--- config.mk ---
export PLATFORM = sky130hd
export DESIGN_NAME = ber_test_ctrl
export DESIGN_NICKNAME = d
export VERILOG_FILES = /design/src/rtl/ber_test_ctrl.sv
export SDC_FILE = /design/constraint.sdc
export NUM_CORES = 1
export LEC_CHECK = 0
export ABC_AREA = 0
export BUFFER_PORTS_ARGS = -buffer_cell sky130_fd_sc_hd__buf_2
export CAP_MARGIN = 20
export CORE_MARGIN = 4
export CORE_UTILIZATION = 30
export CTS_BUF_LIST = sky130_fd_sc_hd__clkbuf_4
export CTS_CLUSTER_SIZE = 40
export DETAILED_ROUTE_END_ITERATION = 8
export PLACE_DENSITY_LB_ADDON = 0.15
export SETUP_SLACK_MARGIN = 0.05
export SYNTH_ARGS = -nofsm -noshare
export SYNTH_HDL_FRONTEND = slang
export SYNTH_SLANG_ARGS = --single-unit
--- constraint.sdc ---
create_clock -name clk -period 5.4 [get_ports clk]
set_clock_uncertainty 0.2 [all_clocks]
set_input_delay 0.81 -clock clk [delete_from_list [all_inputs] [get_ports clk]]
set_output_delay 0.81 -clock clk [all_outputs]
set_load 0.1 [all_outputs]
--- src/rtl/ber_test_ctrl.sv ---
// Sequencer for one PRBS BER link test: SYNC (lock wait with timeout), RUN (fixed word
// count with optional error injection), DRAIN (flush checker pipeline). Optional macro BER_EARLY_STOP_EN.
module ber_test_ctrl #(
  parameter int WIDTH   = 8,
  parameter int CNT_W   = 32,
  parameter int CHK_DLY = 1,
  parameter int LOCK_TO = 1024
) (
  input  logic             clk,
  input  logic             reset,
  input  logic             start,
  input  logic             abort,
  input  logic [CNT_W-1:0] test_len,
  input  logic [15:0]      inj_period,
  input  logic             lock,
  input  logic             valid,
  input  logic [WIDTH:0]   err_num,
`ifdef BER_EARLY_STOP_EN
  input  logic [CNT_W-1:0] err_limit,
  output logic             early_stop,
`endif
  output logic             gen_en,
  output logic             gen_inj_err,
  output logic             chk_en,
  output logic             busy,
  output logic             done,
  output logic             timeout,
  output logic [CNT_W-1:0] words_sent,
  output logic [CNT_W-1:0] err_cnt,
  output logic [15:0]      inj_cnt,
  output logic [7:0]       lock_loss
);

  localparam int TMR_W = $clog2(LOCK_TO + 1);
  localparam int DRN_W = $clog2(CHK_DLY + 3);

  typedef enum logic [1:0] {IDLE, SYNC, RUN, DRAIN} state_t;

  state_t             state;
  logic [TMR_W-1:0]   timer;
  logic [DRN_W-1:0]   dcnt;
  logic [CNT_W-1:0]   tlen_q;
  logic [15:0]        per_q;
  logic [15:0]        ph;
  logic               lock_q;
  logic [CHK_DLY-1:0] dly;

  logic [CNT_W:0]     err_sum;
  logic [CNT_W-1:0]   ws_inc;
  logic [15:0]        ph_nxt;
  logic               active;
  logic               early_hit;
  logic               stop;

  assign active  = (state == RUN) || (state == DRAIN);
  assign err_sum = {1'b0, err_cnt} + (CNT_W+1)'(err_num);
  assign ws_inc  = words_sent + CNT_W'(1);
  // ph is the position (minus one) of the word currently enabled within the injection period
  assign ph_nxt  = (ph == per_q - 16'd1) ? 16'd0 : ph + 16'd1;

`ifdef BER_EARLY_STOP_EN
  assign early_hit = (state == RUN) && (err_limit != '0) && (err_cnt >= err_limit);
`else
  assign early_hit = 1'b0;
`endif
  assign stop = abort || early_hit;

  always_ff @(posedge clk) begin
    if (!reset) begin
      state       <= IDLE;
      timer       <= '0;
      dcnt        <= '0;
      tlen_q      <= '0;
      per_q       <= '0;
      ph          <= '0;
      lock_q      <= 1'b0;
      gen_en      <= 1'b0;
      gen_inj_err <= 1'b0;
      busy        <= 1'b0;
      done        <= 1'b0;
      timeout     <= 1'b0;
      words_sent  <= '0;
      err_cnt     <= '0;
      inj_cnt     <= '0;
      lock_loss   <= '0;
`ifdef BER_EARLY_STOP_EN
      early_stop  <= 1'b0;
`endif
    end else begin
      done   <= 1'b0;
      lock_q <= lock;
      if (active && valid && lock)
        err_cnt <= err_sum[CNT_W] ? '1 : err_sum[CNT_W-1:0];
      if (active && lock_q && !lock && lock_loss != '1)
        lock_loss <= lock_loss + 8'd1;

      case (state)
        IDLE: begin
          if (start && !abort) begin
            words_sent <= '0;
            err_cnt    <= '0;
            inj_cnt    <= '0;
            lock_loss  <= '0;
            timeout    <= 1'b0;
            timer      <= '0;
            tlen_q     <= test_len;
            gen_en     <= 1'b1;
            busy       <= 1'b1;
            state      <= SYNC;
`ifdef BER_EARLY_STOP_EN
            early_stop <= 1'b0;
`endif
          end
        end

        SYNC: begin
          if (abort) begin
            gen_en      <= 1'b0;
            gen_inj_err <= 1'b0;
            dcnt        <= '0;
            state       <= DRAIN;
          end else if (lock) begin
            // the first RUN word is enabled straight from SYNC, so its inject flag is set here
            state       <= RUN;
            per_q       <= inj_period;
            ph          <= '0;
            gen_en      <= (tlen_q != '0);
            gen_inj_err <= (tlen_q != '0) && (inj_period == 16'd1);
          end else if (timer == TMR_W'(LOCK_TO - 1)) begin
            timeout <= 1'b1;
            done    <= 1'b1;
            gen_en  <= 1'b0;
            busy    <= 1'b0;
            state   <= IDLE;
          end else begin
            timer <= timer + TMR_W'(1);
          end
        end

        RUN: begin
          if (stop) begin
            // the word in flight at the stop edge is not counted
            gen_en      <= 1'b0;
            gen_inj_err <= 1'b0;
            dcnt        <= '0;
            state       <= DRAIN;
`ifdef BER_EARLY_STOP_EN
            if (early_hit) early_stop <= 1'b1;
`endif
          end else begin
            if (gen_en) begin
              words_sent <= ws_inc;
              ph         <= ph_nxt;
              if (gen_inj_err && inj_cnt != '1) inj_cnt <= inj_cnt + 16'd1;
            end
            if (!gen_en || ws_inc >= tlen_q) begin
              gen_en      <= 1'b0;
              gen_inj_err <= 1'b0;
              dcnt        <= '0;
              state       <= DRAIN;
            end else begin
              gen_inj_err <= (per_q != 16'd0) && (ph_nxt == per_q - 16'd1);
            end
          end
        end

        DRAIN: begin
          if (dcnt == DRN_W'(CHK_DLY + 1)) begin
            done  <= 1'b1;
            busy  <= 1'b0;
            state <= IDLE;
          end else begin
            dcnt <= dcnt + DRN_W'(1);
          end
        end

        default: state <= IDLE;
      endcase
    end
  end

  // gen_en to chk_en matching delay line
  always_ff @(posedge clk) begin
    if (!reset) begin
      dly <= '0;
    end else begin
      dly[0] <= gen_en;
      for (int i = 1; i < CHK_DLY; i++) dly[i] <= dly[i-1];
    end
  end

  assign chk_en = dly[CHK_DLY-1];

endmodule

Word-level counts from Yosys, hierarchy flattened
Cells that the tools add are included.
{"block": "word_totals", "word_cells": 153, "reg_bits": 174, "output_inout_bits": 94, "inputBits": 63}
{"block": "classes", "reduce_logical": 35, "n_bitwise": 1, "mux": 66, "eq_ne": 25, "n_lt_le_gt_ge": 1, "n_addsub": 8}
{"operator": "two-way mux 32 bit", "n": 7}
{"operator": "two-way mux 16 bit", "n": 9}
{"operator": "case mux 16 bit (2 select lines)", "n": 2}
{"operator": "case mux 32 bit (2 select lines)", "n": 1}
{"operator": "two-way mux 11 bit", "n": 4}
{"operator": "adder 32 x 9 -> 33 bit", "n": 1}
{"operator": "adder 16 x 1 -> 16 bit, second input constant", "n": 2}
{"operator": "adder 32 x 1 -> 32 bit, second input constant", "n": 1}
{"operator": "equality test 16 bit", "n": 2}
{"operator": ">= comparator 32 bit", "n": 1}
{"operator": "nonzero test 32 bit", "n": 1}
{"operator": "two-way mux 8 bit", "n": 3}
{"operator": "two-way mux 2 bit", "n": 11}
{"operator": "case mux 11 bit (2 select lines)", "n": 1}
{"operator": "two-way mux 1 bit", "n": 21}
{"operator": "inequality test 2 bit, second input constant", "n": 10}
{"operator": "AND reduction 5 bit", "n": 4}
{"operator": "equality test 16 x 1 -> 1 bit, second input constant", "n": 1}
{"operator": "inequality test 16 bit, second input constant", "n": 1}
{"operator": "AND reduction 4 bit", "n": 4}
{"operator": "nonzero test 16 bit", "n": 1}
{"operator": "subtractor 16 x 1 -> 16 bit, second input constant", "n": 1}
{"operator": "adder 11 x 1 -> 11 bit, second input constant", "n": 1}
{"operator": "equality test 11 x 10 -> 1 bit, second input constant", "n": 1}
{"operator": "other kinds (23)", "n": 45}

Longest topological paths before layout
Gate-level depths: netlist of run 1.
{"block": "depth", "word_depth": 8, "mapped_depth": 17, "mapped_depth_nobuf": 17}

Worst setup path before layout of run 1
OpenSTA, ideal clock, no wires.
{"block": "synth_timing", "path_kind": "reg-to-reg", "from": "register words_sent[0]", "to": "register state[0]", "t_arrival_ps": 4980, "n_path_buf": 0, "synth_period_minus_slack_ps": 5276, "path_stages_with_launch": 18, "setup_ps": 95, "setup_slack_ps": 124, "cell_sequence": "dfxtp_1 -> ha_1 -> and3_1 -> nand3_1 -> nor3_2 -> nand4_1 -> nor2_1 -> nand3_1 -> xnor2_1 -> ha_1 -> a21o_1 -> a21o_1 -> a211oi_1 -> o21ai_0 -> a2111oi_0 -> nor3_1 -> and3_1 -> a221oi_1"}
{"block": "synth_via", "elab_chain_len": 5}
{"item": "from (decl)", "line": "28", "rtl": "output logic [CNT_W-1:0] words_sent,"}
{"item": "from (signal assigned)", "line": "152", "rtl": "words_sent <= ws_inc;"}
{"item": "adder 32 x 1 -> 32 bit", "line": "57", "rtl": "assign ws_inc = words_sent + CNT_W'(1);"}
{"item": ">= comparator 32 bit", "line": "156", "rtl": "if (!gen_en || ws_inc >= tlen_q) begin"}
{"item": "logical OR 1 bit", "line": "156"}
{"item": "inequality test 3 x 2 -> 1 bit (no line)"}
{"item": "AND reduction 4 bit (no line)"}
{"item": "to (signal assigned)", "line": "160", "rtl": "state <= DRAIN;"}
{"item": "to (signal assigned)", "line": "171", "rtl": "state <= IDLE;"}
{"item": "to (signal assigned)", "line": "177", "rtl": "default: state <= IDLE;"}
{"item": "to (decl)", "line": "39", "rtl": "state_t state;"}
No other way between the ends.
A chain may end at the register's enable or synchronous reset.

Worst setup path after layout of run 1
Same ends and word-level chain as after synthesis.

==> results_dict.tcl, run 1 <==
set metrics [dict create \
    crit_path_max_incr_delay_ns 0.49 \
    h-tree-depth 4 \
    cp_max_fo 7 \
    fin_crit_sh 0.888 \
    r2r_setup_slack_ns 0.60 \
    syn_area_per_cell_um2 7.79 \
    grt_max_degree 85 \
    initial_core_util 0.305 \
    nets 1593 \
    core_mm2 0.0346 \
    maxCapViolCount 0 \
    via_count 9801 \
    via_per_inst 5.03 \
    grt_busiest_layer "met2" \
    clockBufferDepth 2 \
    utilization 0.347 \
    timing.rr.end "state[0]$_SDFFE_PN0P_" \
    use_met2 0.271 \
    numCtsBuffers 17 \
    synth.area.top_cells "dfxtp_1, ha_1, nand2_1" \
    worstMarginPinSlew_ns 0.978 \
    seq_area_mm2 0.00348 \
    route.detailed.drc 0 \
    power_density_mw_per_mm2 222 \
    die_width_um 196 \
    layout_min_cycle_time_ns 4.80 \
    final_max_slew_viol_count 0 \
    yosysTopAreaCell "dfxtp_1" \
    irDropWorstVdd_mv 0.130 \
    r2r_start "words_sent[0]$_SDFFE_PN0P_" \
    overflow 0 \
    dieHeight_um 196 \
    p_clk_frac 0.296 \
    synth_top_area_frac 0.330 \
    final_cells 1947 \
    critical_path_class "reg -> reg" \
    dp_cells 1913 \
    syn_area_mm2 0.0106 \
    routabilityCongestion 0.804 \
    cts_setup_buffers 0 \
    reg2reg_depth 18 \
    fmax_ghz 0.208 \
    antenna_found_initial 2 \
    row_count 68 \
    multi_input_area_mm2 0.00654 \
    critical_path.startpoint "words_sent[0]$_SDFFE_PN0P_" \
    yosysWarnings 0 \
    synth_ff_type "dfxtp_1" \
    cp.required_ns 5.75 \
    power_leakage_nw 4.63 \
    setup_viol 0 \
    slowest_stage "dfxtp_1" \
    fillCellCount 3677 \
    cts_sinks 174 \
    seq_area_frac_synth 0.330 \
    postSynthCellCount 1356 \
    tritoncts "yes" \
    finalHoldViolations 0 \
    synth_seq_cells 174 \
    synth_async_sr_flop_share 0 \
    post_drt_wl_per_cell_um 16.2 \
    drt_first_iter_violations 584 \
    switching_power_mw 0.892 \
    met1_usage 0.210 \
    intPower_mw 1.78 \
    drive_gt1_frac 0.153 \
    dieArea_mm2 0.0383 \
    wl_um 31500 \
    crit_end "state[0]$_SDFFE_PN0P_" \
    worstSkewPairLatency_ns 0.63 \
    seqPwrFrac 0.504 \
    status "finished clean" \
    endpoint_kind "flop" \
    ant_nets 0 \
    netSwitchingFraction 0.334 \
    synth_nets 1472 \
    pwr-share-comb 0.200 \
    holdWs_ns 0.211 \
    synth_edf_count 0 \
    grt_pass1_vias 9431 \
    dp_hpwl_um 22900 \
    yosys.cell_types.count 77 \
    pin_count 157 \
    rsz0062_at_grt "false" \
    setup_tns_ns 0 \
    dr.pass1.iters 5 \
    grt_usage 0.162 \
    clk_pin_slew_ns 0.18 \
    portBuffers 156 \
    yosys-top-cells-count "dfxtp_1, nand2_1, nor2_1" \
    root_buffer "clkbuf_4" \
    startpoint_type "flop" \
    synth_most_common_cell "dfxtp_1" \
    grt_first_pass_wirelength_um 50800 \
    min_path_type "in -> reg" \
    cp_cell_sequence "ha_1 > and3_1 > nand3_1 > nor3_2 > buf_4 > nand4_1 > nor2_1 > nand3_1 > xnor2_1 > ha_1 > a21o_1 > a21o_1 > a211oi_1 > o21ai_0 > a2111oi_2 > nor3_1 > and3_1 > a221oi_1" \
    max_slew_margin 0.348 \
    holdBufCountCts 0 \
    use_met3 0.0430 \
    arrival_ns 5.15 \
    area_delta_synth_final_pct 13.9 \
]
-- what timing repair did --
| action | CTS | global route |
|---|---|---|
| gates resized for setup | 0 | 2 |
| endpoints found under the setup margin | 0 | 6 |
| hold endpoints to repair | 0 | 0 |
-- power by group through the flow --
stage	registers [mW]	logic, mW	clock network, mW
after floorplan	1.39	0.363	0
after global placement	1.37	0.535	0
after detailed placement	1.37	0.535	0
after CTS	1.35	0.539	0.837
after global routing	1.35	0.595	0.881
final	1.34	0.534	0.789
-- layout make-up --
type	instances	share of cell area
timing repair buffer	168	0.0724
sequential	174	0.290
tap	455	0.0473
clock inverter	14	0.0119
multi-input combinational	1040	0.543
inverter	76	0.0238
clock buffer	18	0.0112
antenna	2	0.000416
-- registers in the layout (all words and copies together) (netlist names), named ones only --
signal       count
per_q           16
tlen_q          32
lock_q           1
ph              16
gen_inj_err      1
busy             1
inj_cnt         16
timeout          1
done             1
lock_loss        8
dcnt             2
gen_en           1
err_cnt         32
words_sent      32
state            1
chk_en           1
timer           11
-- worst min path at each step --
| stage | start | to | slack (ns) | depth (start not counted) |
|---|---|---|---|---|
| finish | test_len[24] | tlen_q[24]$_SDFFE_PN0P_ | 0.21 | 3 |
| global route | inj_period[13] | per_q[13]$_SDFFE_PN0P_ | 0.15 | 3 |
| CTS | test_len[1] | tlen_q[1]$_SDFFE_PN0P_ | 0.15 | 3 |
| detailed placement | timeout$_SDFFE_PN0P_ | timeout$_SDFFE_PN0P_ | 0.25 | 2 |
| global placement | timeout$_SDFFE_PN0P_ | timeout$_SDFFE_PN0P_ | 0.25 | 2 |
| floorplan | tlen_q[11]$_SDFFE_PN0P_ | tlen_q[11]$_SDFFE_PN0P_ | 0.25 | 2 |
-- logic make-up (layout without fill, tap and decap cells) --
| group | Yosys count | count (layout) | share of synthesized area |
|---|---|---|---|
| mux | 8 | 8 | 0.00758 |
| flops | 174 | 174 | 0.330 |
| other cells | 0 | 2 | 0 |
| buf+inv | 142 | 276 | 0.0531 |
| fa+ha+maj | 53 | 53 | 0.0635 |
| simple gates | 578 | 578 | 0.276 |
| xor+xnor | 107 | 107 | 0.0934 |
| compound gates | 294 | 294 | 0.177 |
-- per-stage QoR --
step | setup slack (ns) | total power [mW] | area, um2
6_report | 0.603 | 2.67 | 12000
2_1_floorplan | 0.124 | 1.76 | 10600
3_3_place_gp | 0.421 | 1.91 | 11700
5_1_grt | 0.164 | 2.83 | 12000
3_5_place_dp | 0.169 | 1.91 | 11700
4_1_cts | 0.162 | 2.72 | 12000
-- cells in the final DEF (no fill, tap or decap), drive strengths merged, types with 7 or more instances in the layout --
cell	n
xor2	44
dfxtp	174
nor4	28
o21a	12
clkinv	7
and2	17
a211oi	14
mux2i	8
buf	168
nand3	34
and3	18
o21ai	54
xnor2	60
nor3	54
a21oi	117
and4	7
nand2b	11
a31oi	15
clkbuf	18
nor2	127
o31ai	7
nand3b	7
nand2	173
or2	9
a22oi	18
nor2b	14
inv	77
a21o	11
nand4	35
or3	23
ha	52
-- critical path: cells and delay by family, from the launching register on --
kind,cells,cell delay [ns]
buffers and inverters,1,0.17
AOI/OAI and AO/OA,6,1.41
adders and majority gates,2,0.45
and+or+nand+nor,8,1.87
xor gates and xnor gates,1,0.16
DFF,1,0.49
-- layer usage --
metal / vias to the layer above / part of all wire
li1: 5027 / -
met1: 4598 / 0.46
met2: 151 / 0.47
met3: 25 / 0.048
met4: 0 / 0.014
met5: - / 0
(Power assumes the default switching activity.)
==> run 2, diff against run 1 <==
--- a/config.mk
+++ b/config.mk
@@ -6,13 +6,13 @@
 export NUM_CORES = 1
 export LEC_CHECK = 0
 export ABC_AREA = 0
-export BUFFER_PORTS_ARGS = -buffer_cell sky130_fd_sc_hd__buf_2
 export CAP_MARGIN = 20
 export CORE_MARGIN = 4
 export CORE_UTILIZATION = 30
 export CTS_BUF_LIST = sky130_fd_sc_hd__clkbuf_4
 export CTS_CLUSTER_SIZE = 40
 export DETAILED_ROUTE_END_ITERATION = 8
+export DONT_BUFFER_PORTS = 1
 export PLACE_DENSITY_LB_ADDON = 0.15
 export SETUP_SLACK_MARGIN = 0.05
 export SYNTH_ARGS = -nofsm -noshare
==> run 2 against run 1 <==
Clock power up 3.5%; sequential cell count unchanged; highest routed layer unchanged; fmax down 0.56%; critical path depth unchanged; sequential share of layout area up 0.62 points; cell area down 2.1%; non-clock buffer count down 85; first-iteration DRC count up 5.0%; count of clock-buffer cells in the layout up 2; total power about the same; global-route usage up 0.050 points; via count down 3.5%.
==> results_dict.tcl, run 2 (synthesis results as in run 1) <==
set metrics [dict create \
    final_max_slew_viol_count 0 \
    post_drt_wl_per_cell_um 17.0 \
    switching_power_mw 0.891 \
    reg.largest.list "err_cnt (32), tlen_q (32), words_sent (32)" \
    critical_path_class "reg -> reg" \
    setup_slack_ns 0.576 \
    pwr-share-comb 0.182 \
    cp.required_ns 5.74 \
    dp_cells 1828 \
    seqPwrFrac 0.511 \
    numCtsBuffers 17 \
    irDropWorstVdd_mv 0.141 \
    arrival_ns 5.16 \
    clockBufferDepth 2 \
    nets 1508 \
    grt_usage 0.163 \
    intPower_mw 1.77 \
    grt_pass1_vias 9216 \
    startpoint_type "flop" \
    p_clk_frac 0.307 \
    max_slew_margin 0.252 \
    area_delta_synth_final_pct 11.6 \
    finalInstanceArea_mm2 0.0118 \
    row_count 68 \
    maxCapViolCount 0 \
    grt_max_degree 61 \
    endpoint_kind "flop" \
    pin_count 157 \
    dieHeight_um 196 \
    finalHoldViolations 0 \
    fmax_ghz 0.207 \
    cp_max_fo 6 \
    power_leakage_nw 4.25 \
    setup_tns_ns 0 \
    hold_depth 1 \
    root_buffer "clkbuf_4" \
    initial_core_util 0.305 \
    core_mm2 0.0346 \
    dieArea_mm2 0.0383 \
    power_density_mw_per_mm2 226 \
    layout_common_cells "nand2_1, dfxtp_1, nor2_1" \
    overflow 0 \
    min_path_type "in -> reg" \
    antenna_found_initial 1 \
    via_count 9454 \
    ant_nets 0 \
    worstSkewPairLatency_ns 0.63 \
    place_area_mm2 0.0115 \
    fillCellCount 3691 \
    route.detailed.drc 0 \
    reg2reg_depth 18 \
    setup_viol 0 \
    drt_first_iter_violations 613 \
    wl_um 31700 \
    netSwitchingFraction 0.334 \
    total_power_mw 2.67 \
    drive_gt1_frac 0.102 \
    cts_sinks 174 \
    utilization 0.340 \
    dr.pass1.iters 7 \
    fin_crit_sh 0.893 \
    rsz0062_at_grt "false" \
    final_cells 1861 \
    layout_min_cycle_time_ns 4.82 \
    status "finished clean" \
    worstMarginPinSlew_ns 1.12 \
    dp_hpwl_um 23400 \
    grt_first_pass_wirelength_um 50600 \
    routabilityCongestion 0.838 \
    dp_slack_ns 0.318 \
    clk_pin_slew_ns 0.18 \
    via_per_inst 5.08 \
    portBuffers 0 \
    tritoncts "yes" \
    holdWs_ns 0.0859 \
    h-tree-depth 4 \
    die_width_um 196 \
    holdBufCountCts 0 \
]
## run 2: cell count changes in the layout (fill, tap and decap cells not counted), sizes merged
cell | previous run | this run
clkbuf | 18 | 20
clkinv | 7 | 4
inv | 77 | 78
diode | 2 | 1
buf | 168 | 83
## run 2: repair_timing
action	CTS	global route
buffers inserted	0	0
endpoints found under the setup margin	0	4
gates resized for setup	0	2
## run 2: power by group through the flow
stage                     logic, mW  clock network (mW)  registers, mW
after floorplan               0.363                   0           1.39
after global placement        0.489                   0           1.39
after detailed placement      0.489                   0           1.39
after CTS                     0.492               0.869           1.36
after global routing          0.545               0.904           1.37
final                         0.486               0.817           1.36
## run 2: critical path, stage by stage (launching register included)
cell	delay (ns)
dfxtp_1	0.37
buf_4	0.33
nand2_1	0.12
nor3_1	0.17
buf_4	0.17
and3_1	0.21
nand4_1	0.20
nor2_1	0.33
nand3_1	0.19
xnor2_1	0.17
ha_1	0.30
a21o_1	0.18
a21o_1	0.17
a211oi_1	0.25
o21ai_0	0.16
a2111oi_1	0.59
nor3_1	0.21
and3_1	0.22
a221oi_1	0.22
## run 2: layer usage
layer,GRT usage,up-vias,share of wire
li1,-,4834,-
met1,0.214,4422,0.47
met2,0.268,161,0.47
met3,0.0409,37,0.049
met4,0.0416,0,0.016
met5,0,-,0
## run 2: area by class of cell
type,count,area (um2),area share
clock inverters,12,138,0.0117
clock buffers,20,150,0.0127
inverters,76,287,0.0243
multi-input cells,1040,6530,0.554
repair buffers,83,623,0.0529
flip-flops and latches,174,3480,0.296
diodes,1,2.50,0.000212
well taps,455,569,0.0483
## run 2: worst paths after layout
check	from	slack [ns]	to
min reg2reg	tlen_q[7]$_SDFFE_PN0P_	0.28	tlen_q[7]$_SDFFE_PN0P_
max reg2reg	words_sent[0]$_SDFFE_PN0P_	0.58	state[0]$_SDFFE_PN0P_
min	reset	0.09	words_sent[24]$_SDFFE_PN0P_
max	words_sent[0]$_SDFFE_PN0P_	0.58	state[0]$_SDFFE_PN0P_
==> run 3, diff against run 2 <==
--- a/config.mk
+++ b/config.mk
@@ -6,13 +6,12 @@
 export NUM_CORES = 1
 export LEC_CHECK = 0
 export ABC_AREA = 0
+export BUFFER_PORTS_ARGS = -buffer_cell sky130_fd_sc_hd__buf_2
 export CAP_MARGIN = 20
-export CORE_MARGIN = 4
 export CORE_UTILIZATION = 30
 export CTS_BUF_LIST = sky130_fd_sc_hd__clkbuf_4
 export CTS_CLUSTER_SIZE = 40
 export DETAILED_ROUTE_END_ITERATION = 8
-export DONT_BUFFER_PORTS = 1
 export PLACE_DENSITY_LB_ADDON = 0.15
 export SETUP_SLACK_MARGIN = 0.05
 export SYNTH_ARGS = -nofsm -noshare
==> run 3 against run 2 <==
Sequential cell count stayed put; count of clock-buffer cells in the layout is 3 lower; first-iteration DRC count is 6.5% lower; critical path type unchanged.
==> results_dict.tcl, run 3 (synthesis results as in run 1) <==
set metrics [dict create \
    final_common_cell "dfxtp_1" \
    row_count 68 \
    dp_hpwl_um 22800 \
    dp_slack_ns 0.196 \
    numCtsBuffers 17 \
    area_delta_synth_final_pct 13.8 \
    fin_crit_sh 0.866 \
    critical_path_class "reg -> reg" \
    nets 1593 \
    die_width_um 190 \
    reg.largest.list "err_cnt (32), tlen_q (32), words_sent (32)" \
    worstMarginPinSlew_ns 0.884 \
    tritoncts "yes" \
    worstSkewPairLatency_ns 0.63 \
    grt_max_degree 53 \
    cp.required_ns 5.75 \
    setup_slack_ns 0.724 \
    min_path_type "in -> reg" \
    via_per_inst 5.04 \
    post_drt_wl_per_cell_um 16.0 \
    dieArea_mm2 0.0360 \
    routabilityCongestion 0.827 \
    route.detailed.drc 0 \
    place_area_mm2 0.0117 \
    grt_usage 0.176 \
    cp_cell_sequence "ha_1 > and3_1 > nand3_1 > nor3_2 > buf_4 > nand4_1 > nor2_2 > nand3_1 > xnor2_1 > ha_1 > a21o_1 > a21o_1 > a211oi_1 > o21ai_0 > a2111oi_2 > nor3_1 > and3_1 > a221oi_1" \
    layout_min_cycle_time_ns 4.68 \
    holdWs_ns 0.205 \
    status "finished clean" \
    h-tree-depth 4 \
    startpoint_type "flop" \
    crit_path_max_incr_delay_ns 0.48 \
    grt_first_pass_wirelength_um 50000 \
    fmax_ghz 0.214 \
    layout_common_cells "dfxtp_1, nand2_1, buf_2" \
    core_mm2 0.0346 \
    finalInstanceArea_mm2 0.0120 \
    setup_viol 0 \
    cts_setup_buffers 0 \
    slowest_stage "dfxtp_1" \
    power_leakage_nw 4.64 \
    grt_pass1_vias 9355 \
    overflow 0 \
    drive_gt1_frac 0.154 \
    portBuffers 156 \
    pin_count 157 \
    finalHoldViolations 0 \
    power_density_mw_per_mm2 220 \
    drt_first_iter_violations 573 \
    rsz0062_at_grt "false" \
    via_count 9814 \
    clockBufferDepth 2 \
    arrival_ns 5.03 \
    setup_tns_ns 0 \
    final_max_slew_viol_count 0 \
    cp_max_fo 7 \
    dr.pass1.iters 5 \
    irDropWorstVdd_mv 0.135 \
    holdBufCountCts 0 \
    wl_um 31200 \
    endpoint_kind "flop" \
    maxCapViolCount 0 \
    antenna_found_initial 2 \
    ant_nets 0 \
    root_buffer "clkbuf_4" \
    fillCellCount 3749 \
    clk_pin_slew_ns 0.19 \
    initial_core_util 0.305 \
    total_power_mw 2.65 \
    max_slew_margin 0.407 \
    dieHeight_um 190 \
    cts_sinks 174 \
]
-- run 3: worst paths after layout --
| check | slack [ns] | endpoint | start | depth (start not counted) |
|---|---|---|---|---|
| max | 0.72 | state[0]$_SDFFE_PN0P_ | words_sent[0]$_SDFFE_PN0P_ | 18 |
| min | 0.20 | tlen_q[11]$_SDFFE_PN0P_ | test_len[11] | 3 |
| max reg2reg | 0.72 | state[0]$_SDFFE_PN0P_ | words_sent[0]$_SDFFE_PN0P_ | 18 |
| min reg2reg | 0.28 | tlen_q[7]$_SDFFE_PN0P_ | tlen_q[7]$_SDFFE_PN0P_ | 2 |
-- run 3: report_power, final --
group | switching, mW | leakage, nW | total (mW) | internal (mW)
Clock | 0.532 | 0.154 | 0.771 | 0.239
Sequential | 0.0302 | 1.41 | 1.34 | 1.31
Combinational | 0.351 | 3.08 | 0.534 | 0.183
Total | 0.913 | 4.64 | 2.65 | 1.74
-- run 3: worst max-delay path, delay by kind of cell (launching register included) --
kind	cells	cell delay, ns
DFF	1	0.48
xor gates and xnor gates	1	0.16
AOI/OAI and AO/OA	6	1.41
buffers and inverters	1	0.17
and+or+nand+nor	8	1.75
adders and majority gates	2	0.44
-- run 3: metal layers --
metal  track usage  vias to the layer above  wire (um)
li1              -                     5024          -
met1         0.226                     4611      14500
met2         0.293                      159      14800
met3        0.0404                       20       1460
met4        0.0481                        0        442
met5             0                        -          0
-- run 3: cell type report --
| class | count | area (um2) | share of cell area |
|---|---|---|---|
| Antenna cell | 2 | 5.00 | 0.000417 |
| Inverter | 76 | 287 | 0.0238 |
| Multi-Input combinational cell | 1040 | 6540 | 0.544 |
| Clock buffer | 17 | 128 | 0.0106 |
| Clock inverter | 15 | 136 | 0.0114 |
| Tap cell | 455 | 569 | 0.0474 |
| Timing Repair Buffer | 168 | 871 | 0.0725 |
| Sequential cell | 174 | 3480 | 0.290 |
-- run 3: per-stage QoR --
step | util | cells
after floorplan | - | 1356
after global placement | 0.339 | 1913
after detailed placement | 0.339 | 1913
after CTS | 0.347 | 1945
after global routing | 0.347 | 1947
final | 0.347 | 1947
-- run 3: what timing repair did --
| item | CTS | global route |
|---|---|---|
| endpoints found under the setup margin | 0 | 6 |
| gates resized for setup | 0 | 3 |
| hold endpoints to repair | 0 | 0 |
